**src/rtl/rr_requester.sv**
```systemverilog
// Requester-side agent for a round-robin arbiter: per-channel pending-work
// counters, request generation, grant protocol checking and starvation watchdog.
module rr_requester #(
  parameter int N        = 8,
  parameter int CNT_W    = 4,
  parameter int WAIT_MAX = 32
) (
  input  logic         i_clk,
  input  logic         i_rstn,
  input  logic         i_en,
  input  logic [N-1:0] i_push,
  input  logic         i_clr,
  input  logic [N-1:0] i_gnt,
  output logic [N-1:0] o_req,
  output logic         o_pend_any,
  output logic [N-1:0] o_ovf,
  output logic         o_err,
  output logic [N-1:0] o_starve
);

  localparam logic [CNT_W-1:0] CNT_MAX  = '1;
  localparam logic [7:0]       WAIT_LIM = 8'(WAIT_MAX);
  localparam logic [N-1:0]     ONE      = N'(1);

  logic [CNT_W-1:0] cnt      [N];
  logic [CNT_W-1:0] cnt_nxt  [N];
  logic [7:0]       wait_cnt [N];
  logic [7:0]       wait_nxt [N];
  logic [N-1:0]     nz;
  logic [N-1:0]     acc;
  logic [N-1:0]     ovf_set;
  logic [N-1:0]     starve_set;
  logic             err_set;

  always_comb begin
    nz = '0;
    for (int i = 0; i < N; i++) begin
      nz[i] = (cnt[i] != '0);
    end
  end

  // Request is withdrawn while granted so a registered arbiter cannot re-grant the last unit
  assign acc        = i_gnt & nz & {N{i_en}};
  assign o_req      = nz & ~i_gnt & {N{i_en}};
  assign o_pend_any = |nz;

  // Either more than one grant bit, or a grant that cannot be accepted
  assign err_set = ((i_gnt & (i_gnt - ONE)) != '0) ||
                   ((i_gnt & ~(nz & {N{i_en}})) != '0);

  always_comb begin
    ovf_set    = '0;
    starve_set = '0;
    for (int i = 0; i < N; i++) begin
      cnt_nxt[i]  = cnt[i];
      wait_nxt[i] = wait_cnt[i];
      if (i_push[i] && !acc[i]) begin
        if (cnt[i] != CNT_MAX) begin
          cnt_nxt[i] = cnt[i] + 1'b1;
        end else begin
          ovf_set[i] = 1'b1;
        end
      end else if (!i_push[i] && acc[i]) begin
        cnt_nxt[i] = cnt[i] - 1'b1;
      end
      if (acc[i]) begin
        wait_nxt[i] = '0;
      end else if (i_en && nz[i] && (wait_cnt[i] != WAIT_LIM)) begin
        wait_nxt[i]   = wait_cnt[i] + 8'd1;
        starve_set[i] = ((wait_cnt[i] + 8'd1) == WAIT_LIM);
      end
    end
  end

  // Sticky flags: a set condition beats a simultaneous clear
  always_ff @(posedge i_clk or negedge i_rstn) begin
    if (!i_rstn) begin
      for (int i = 0; i < N; i++) begin
        cnt[i]      <= '0;
        wait_cnt[i] <= '0;
      end
      o_ovf    <= '0;
      o_err    <= 1'b0;
      o_starve <= '0;
    end else begin
      for (int i = 0; i < N; i++) begin
        cnt[i]      <= cnt_nxt[i];
        wait_cnt[i] <= wait_nxt[i];
      end
      o_ovf    <= (i_clr ? '0 : o_ovf) | ovf_set;
      o_err    <= (i_clr ? 1'b0 : o_err) | err_set;
      o_starve <= (i_clr ? '0 : o_starve) | starve_set;
    end
  end

endmodule

```
**config.mk**
```make
export PLATFORM = sky130hd
export DESIGN_NAME = rr_requester
export DESIGN_NICKNAME = d
export VERILOG_FILES = /design/src/rtl/rr_requester.sv
export SDC_FILE = /design/constraint.sdc
export NUM_CORES = 1
export LEC_CHECK = 0
export BUFFER_PORTS_ARGS = -buffer_cell sky130_fd_sc_hd__buf_2
export CAP_MARGIN = 20
export CELL_PAD_IN_SITES_DETAIL_PLACEMENT = 1
export CELL_PAD_IN_SITES_GLOBAL_PLACEMENT = 2
export CORE_AREA = 2 2 147 149
export CTS_CLUSTER_DIAMETER = 80
export CTS_CLUSTER_SIZE = 25
export DETAILED_ROUTE_END_ITERATION = 8
export DIE_AREA = 0 0 149 151
export GPL_ROUTABILITY_DRIVEN = 0
export PLACE_DENSITY = 0.79
export SLEW_MARGIN = 10
export SYNTH_ARGS = -nofsm -noshare
export SYNTH_HDL_FRONTEND = slang
export SYNTH_SLANG_ARGS = --single-unit
export TNS_END_PERCENT = 10
```
**constraint.sdc**
```tcl
create_clock -name i_clk -period 2.35 [get_ports i_clk]
set_clock_uncertainty 0.2 [all_clocks]
set_input_delay 0.47 -clock i_clk [delete_from_list [all_inputs] [get_ports i_clk]]
set_output_delay 0.47 -clock i_clk [all_outputs]
set_load 0.02 [all_outputs]
```
Word-level counts from Yosys, hierarchy flattened
Index checks and enable logic that the tools add are counted.
- bits in registers: 113
- input port bits: 20
- output and inout bits: 26
- add/sub/neg operators: 25
- equality and inequality tests: 32
- muxes and demuxes: 75
- bitwise gates (word level): 12
- reductions and logical operators: 84
- operator list (kind ; number):
    8-bit 2-to-1 mux ; 18
    4-bit 2-to-1 mux ; 24
    8-bit by 1-bit adder with 8-bit output (second input constant) ; 8
    8-bit by 6-bit == test with 1-bit output (second input constant) ; 8
    8-bit by 6-bit inequality test with 1-bit output (second input constant) ; 8
    8-bit bitwise AND ; 7
    1-bit 2-to-1 mux ; 33
    4-bit by 1-bit adder with 4-bit output (second input constant) ; 8
    1-bit logical AND ; 32
    4-bit inequality test (second input constant) ; 8
    2-bit nonzero test ; 16
    4-bit nonzero test ; 8
    4-bit by 1-bit subtractor with 4-bit output (second input constant) ; 8
    1-bit logical NOT ; 16
    2-bit by 1-bit inequality test with 1-bit output (second input constant) ; 8
    8-bit NOT ; 2
    8-bit bitwise OR ; 2
    2-bit AND reduction ; 8
    8-bit nonzero test ; 2
    8-bit OR reduction ; 1
    8-bit by 1-bit subtractor with 8-bit output (second input constant) ; 1
    1-bit logical OR ; 1
    1-bit bitwise OR ; 1

Depth between registers and ports, before layout
- depth in word-level cells: 7
- mapped depth: 9
- depth with buffers taken out: 7

Least setup slack after synthesis
OpenSTA, ideal clock, no wires.
- path kind: register to register
- from: register cnt[12] (netlist name)
- to: register cnt[15] (netlist name)
- library setup time: 0.079 ns
- arrival: 2.305 ns
- data required time: 2.071 ns
- slack: -0.234 ns
- stages on the path, launching flop included: 8
- period minus slack after synthesis: 2.584 ns
- path through: dfrtp_1 o41ai_4 o21ai_0 ha_1 a21o_2 a21oi_1 mux2i_1 xor2_1
- longest elaborated chain between the ends: 7
- elaborated cells between the ends (all ways): 15
- RTL lines (what ; RTL line ; text):
    start, declared ; 25 ; logic [CNT_W-1:0] cnt [N];
    start signal, assigned by index ; 87 ; cnt[i] <= cnt_nxt[i];
    4-bit nonzero test ; 38 ; nz[i] = (cnt[i] != '0);
    8-bit bitwise AND (2 in series) ; 43 ; assign acc = i_gnt & nz & {N{i_en}};
    1-bit logical NOT ; 57 ; if (i_push[i] && !acc[i]) begin
    1-bit logical AND ; 57 ;
    2-bit by 1-bit inequality test with 1-bit output (no line) or 2-bit nonzero test (tied branches) ; -- ;
    2-bit AND reduction (no line) ; -- ;
Parallel ways exist; a longest one is shown, timed or not. The select of a mux whose other input is x is not followed.
A chain may end at the register's enable or synchronous reset.

Worst setup path in the final report
- from: register cnt[26] (netlist name)
- to: output port o_pend_any
- longest elaborated chain between the ends: 2
- RTL lines (what ; RTL line ; text):
    4-bit nonzero test ; 38 ;
    8-bit OR reduction ; 45 ; assign o_pend_any = |nz;
    end, declared ; 15 ; output logic o_pend_any,
Every way passes these cells.

==> results.ini <==
[finish]
layout_common_cells=97 x dfrtp_1, 64 x nand2_1, 56 x buf_4
drive_gt1_share_pct=25.60
area_growth_pct=23.53
final_common_cell=dfrtp_1
fin_area_sq_um=9123
instances_no_fill=1148
fin_nets=927

[synth]
synth_ff_type=dfrtp_1
synth_nets=825
yosys_warnings=0
ys_types=69
synthCells=757
async_reset_ff_share_pct=100.0
synthTopCellsByArea=dfrtp_1 38%, ha_1 6.8%, xor2_1 4.5%
synth_area_sq_um=7385
ys_seq_area_share_pct=38.29
synth_area_leader_cell=dfrtp_1
synth.ff_latch_count=113
synth_edf_count=0
synth_top_area_share_pct=38.29
avgSynthCellArea_sq_um=9.755

[drt]
wire_per_inst_um=18.11
vias=6350
drtPass1Iterations=4
routed_wl_um=20790
wl_met1_um=9350
drc=0
drtAntennaViolNets=0
vias_per_cell=5.531
dr.first_iter.drc_count=279
met3_length_um=583
wl_met2_um=10440
highest_layer=met4

[global_route]
grt_pass1_wl_um=34580
grt_pass1_vias=6725
gr-total-overflow=0
grt_max_degree=44
track_usage_pct=19.37
antenna_found_initial=1

[power]
combPwrFrac_pct=36.4
p_int_mw=5.630
p_clk_share_pct=27.0
p_leak_nw=4.012
seq_power_share_pct=36.6
netSwitchingFraction_pct=38.26
power_mw=9.119
p_switching_mw=3.489
vdd_drop_max_uv=545.7
pwr_density_cell_nw_per_um2=999.6

[timing]
rsz0062_at_grt=yes
min_period_ns=2.521
hold_viol=0
finalSetupTns_ns=-0.4142
finalSetupViolCount=10
worst_slack_ns=-0.1712
slew_viol_final=0
clock.fmax_mhz=396.6
relSlewSlack_pct=60.42
fin_crit_sh_pct=107.3
worst_pin_slew_ns=0.5938

[clock_network]
cts.path.max_buffers=2
cts-root-buf=clkbuf_16
clkLatencyLatePin_ns=0.42
h-tree-depth=4
cts_sinks=113
cts_tree=built
cts_buffers=17
cts.clk_slew.worst_paths_ns=0.05

[setup_path]
cp_data_required_time_ns=1.68
cp-end-kind=output pin
worstSetupStartpointType=flop
crit_type=flop to output pin
critical_path.max_fanout=3
arrival_ns=1.85

[die]
ioPinCount=46
core-area_sq_um=20820
dieHeight_um=151
design.die.area_sq_um=22500
rows=53
initial_core_util_pct=35.46
die_w_um=149

[outcome]
status=finished, violations left
failed_checks=negative setup slack

[hold_path]
hold_path_class=primary input to flop

[placed_design]
hpwl_um=15050
io_buffers=45
post_dp_cell_area_sq_um=8332
place_ws_ns=-0.02309
dp_cells=1104

[job]
maxCapViolCount=0

-- what timing repair did --
item                                    CTS  global route
hold buffers                              1             0
hold endpoints to repair                 20             0
pin swaps                                 6             6
gates resized for setup                  21            23
buffers inserted                          4             6
endpoints found under the setup margin    9            23
-- sequential cells by signal, summed over array words and instances, names as in the netlist --
name and flops:
o_starve 8, o_err 1, cnt 32, wait_cnt 64, o_ovf 8
-- worst max-delay path: stages (launching register included) --
cell,delay [ns]
dfrtp_2,0.44
nor4_4,0.31
buf_4,0.17
nand4_1,0.12
or2_4,0.26
buf_6,0.13
-- area by class of cell --
cell class | instances | area (sq um)
fillers | 2374 | 11700
multi-input cells | 572 | 4394
flip-flops and latches | 113 | 2848
repair buffers | 110 | 812.0
clock buffers | 25 | 495.5
well taps | 275 | 344.1
inverters | 45 | 168.9
clock inverters | 6 | 55.05
diodes | 2 | 5.005
-- power by group through the flow --
| stage | registers (mW) | clock network (mW) | logic, mW |
|---|---|---|---|
| global placement | 3.25 | 0 | 2.81 |
| floorplan | 3.20 | 0 | 2.04 |
| CTS | 3.31 | 2.52 | 3.19 |
| finish | 3.34 | 2.46 | 3.32 |
| detailed placement | 3.32 | 0 | 3.07 |
| global route | 3.44 | 2.60 | 3.72 |
-- cell usage after synthesis (8+ instances only) --
master     number
dfrtp_1       113
nand2_1        64
inv_1          45
nor2_1         43
ha_1           40
o21ai_0        40
xor2_1         38
a31oi_1        31
nand3_1        28
a21oi_1        27
nand4_1        23
clkbuf_1       20
mux2i_1        17
a21o_1         14
nor4_1         14
mux2_1         12
and3_1         11
nor3_1         10
a22o_1          9
or3_1           9
a22o_2          8
fa_1            8
o211ai_1        8
o2bb2ai_1       8
or2_2           8
xnor2_1         8
-- through the flow --
stage | util (%) | hold slack, ns
detailed placement | 40.01 | 0.2159
global route | 43.79 | 0.1818
finish | 43.81 | 0.1823
global placement | 40.01 | 0.2134
floorplan | - | -0.02559
CTS | 43.20 | 0.1585
-- final timing paths --
kind | startpoint | endpoint | slack, ns | cells after the start
worst max-delay path | cnt[26] | o_pend_any | -0.17 | 5
worst min-delay path | i_push[0] | o_ovf[0] | 0.18 | 3
worst max register to register | cnt[26] | cnt[26] | -0.03 | 6
worst min register to register | o_starve[1] | o_starve[1] | 0.28 | 2
max in group asynchronous | i_rstn | cnt[5] | 1.01 | 3
min in group asynchronous | i_rstn | wait_cnt[51] | 0.32 | 2
-- per-layer routing --
metal | global-route usage [%] | vias to the layer above
met4 | 6.429 | 0
met3 | 3.253 | 28
li1 | - | 3029
met1 | 24.05 | 3224
met2 | 34.26 | 69
met5 | 0 | -
-- cell families after synthesis --
| group | after synthesis | synth area share [%] |
|---|---|---|
| muxes | 34 | 4.897 |
| adders and majority gates | 48 | 8.946 |
| buffers and inverters | 72 | 4.066 |
| AOI/OAI and AO/OA | 196 | 20.71 |
| DFF | 113 | 38.29 |
| xor gates and xnor gates | 46 | 5.456 |
| and+or+nand+nor | 248 | 17.64 |
No activity file was read; power rests on OpenSTA's default activity.
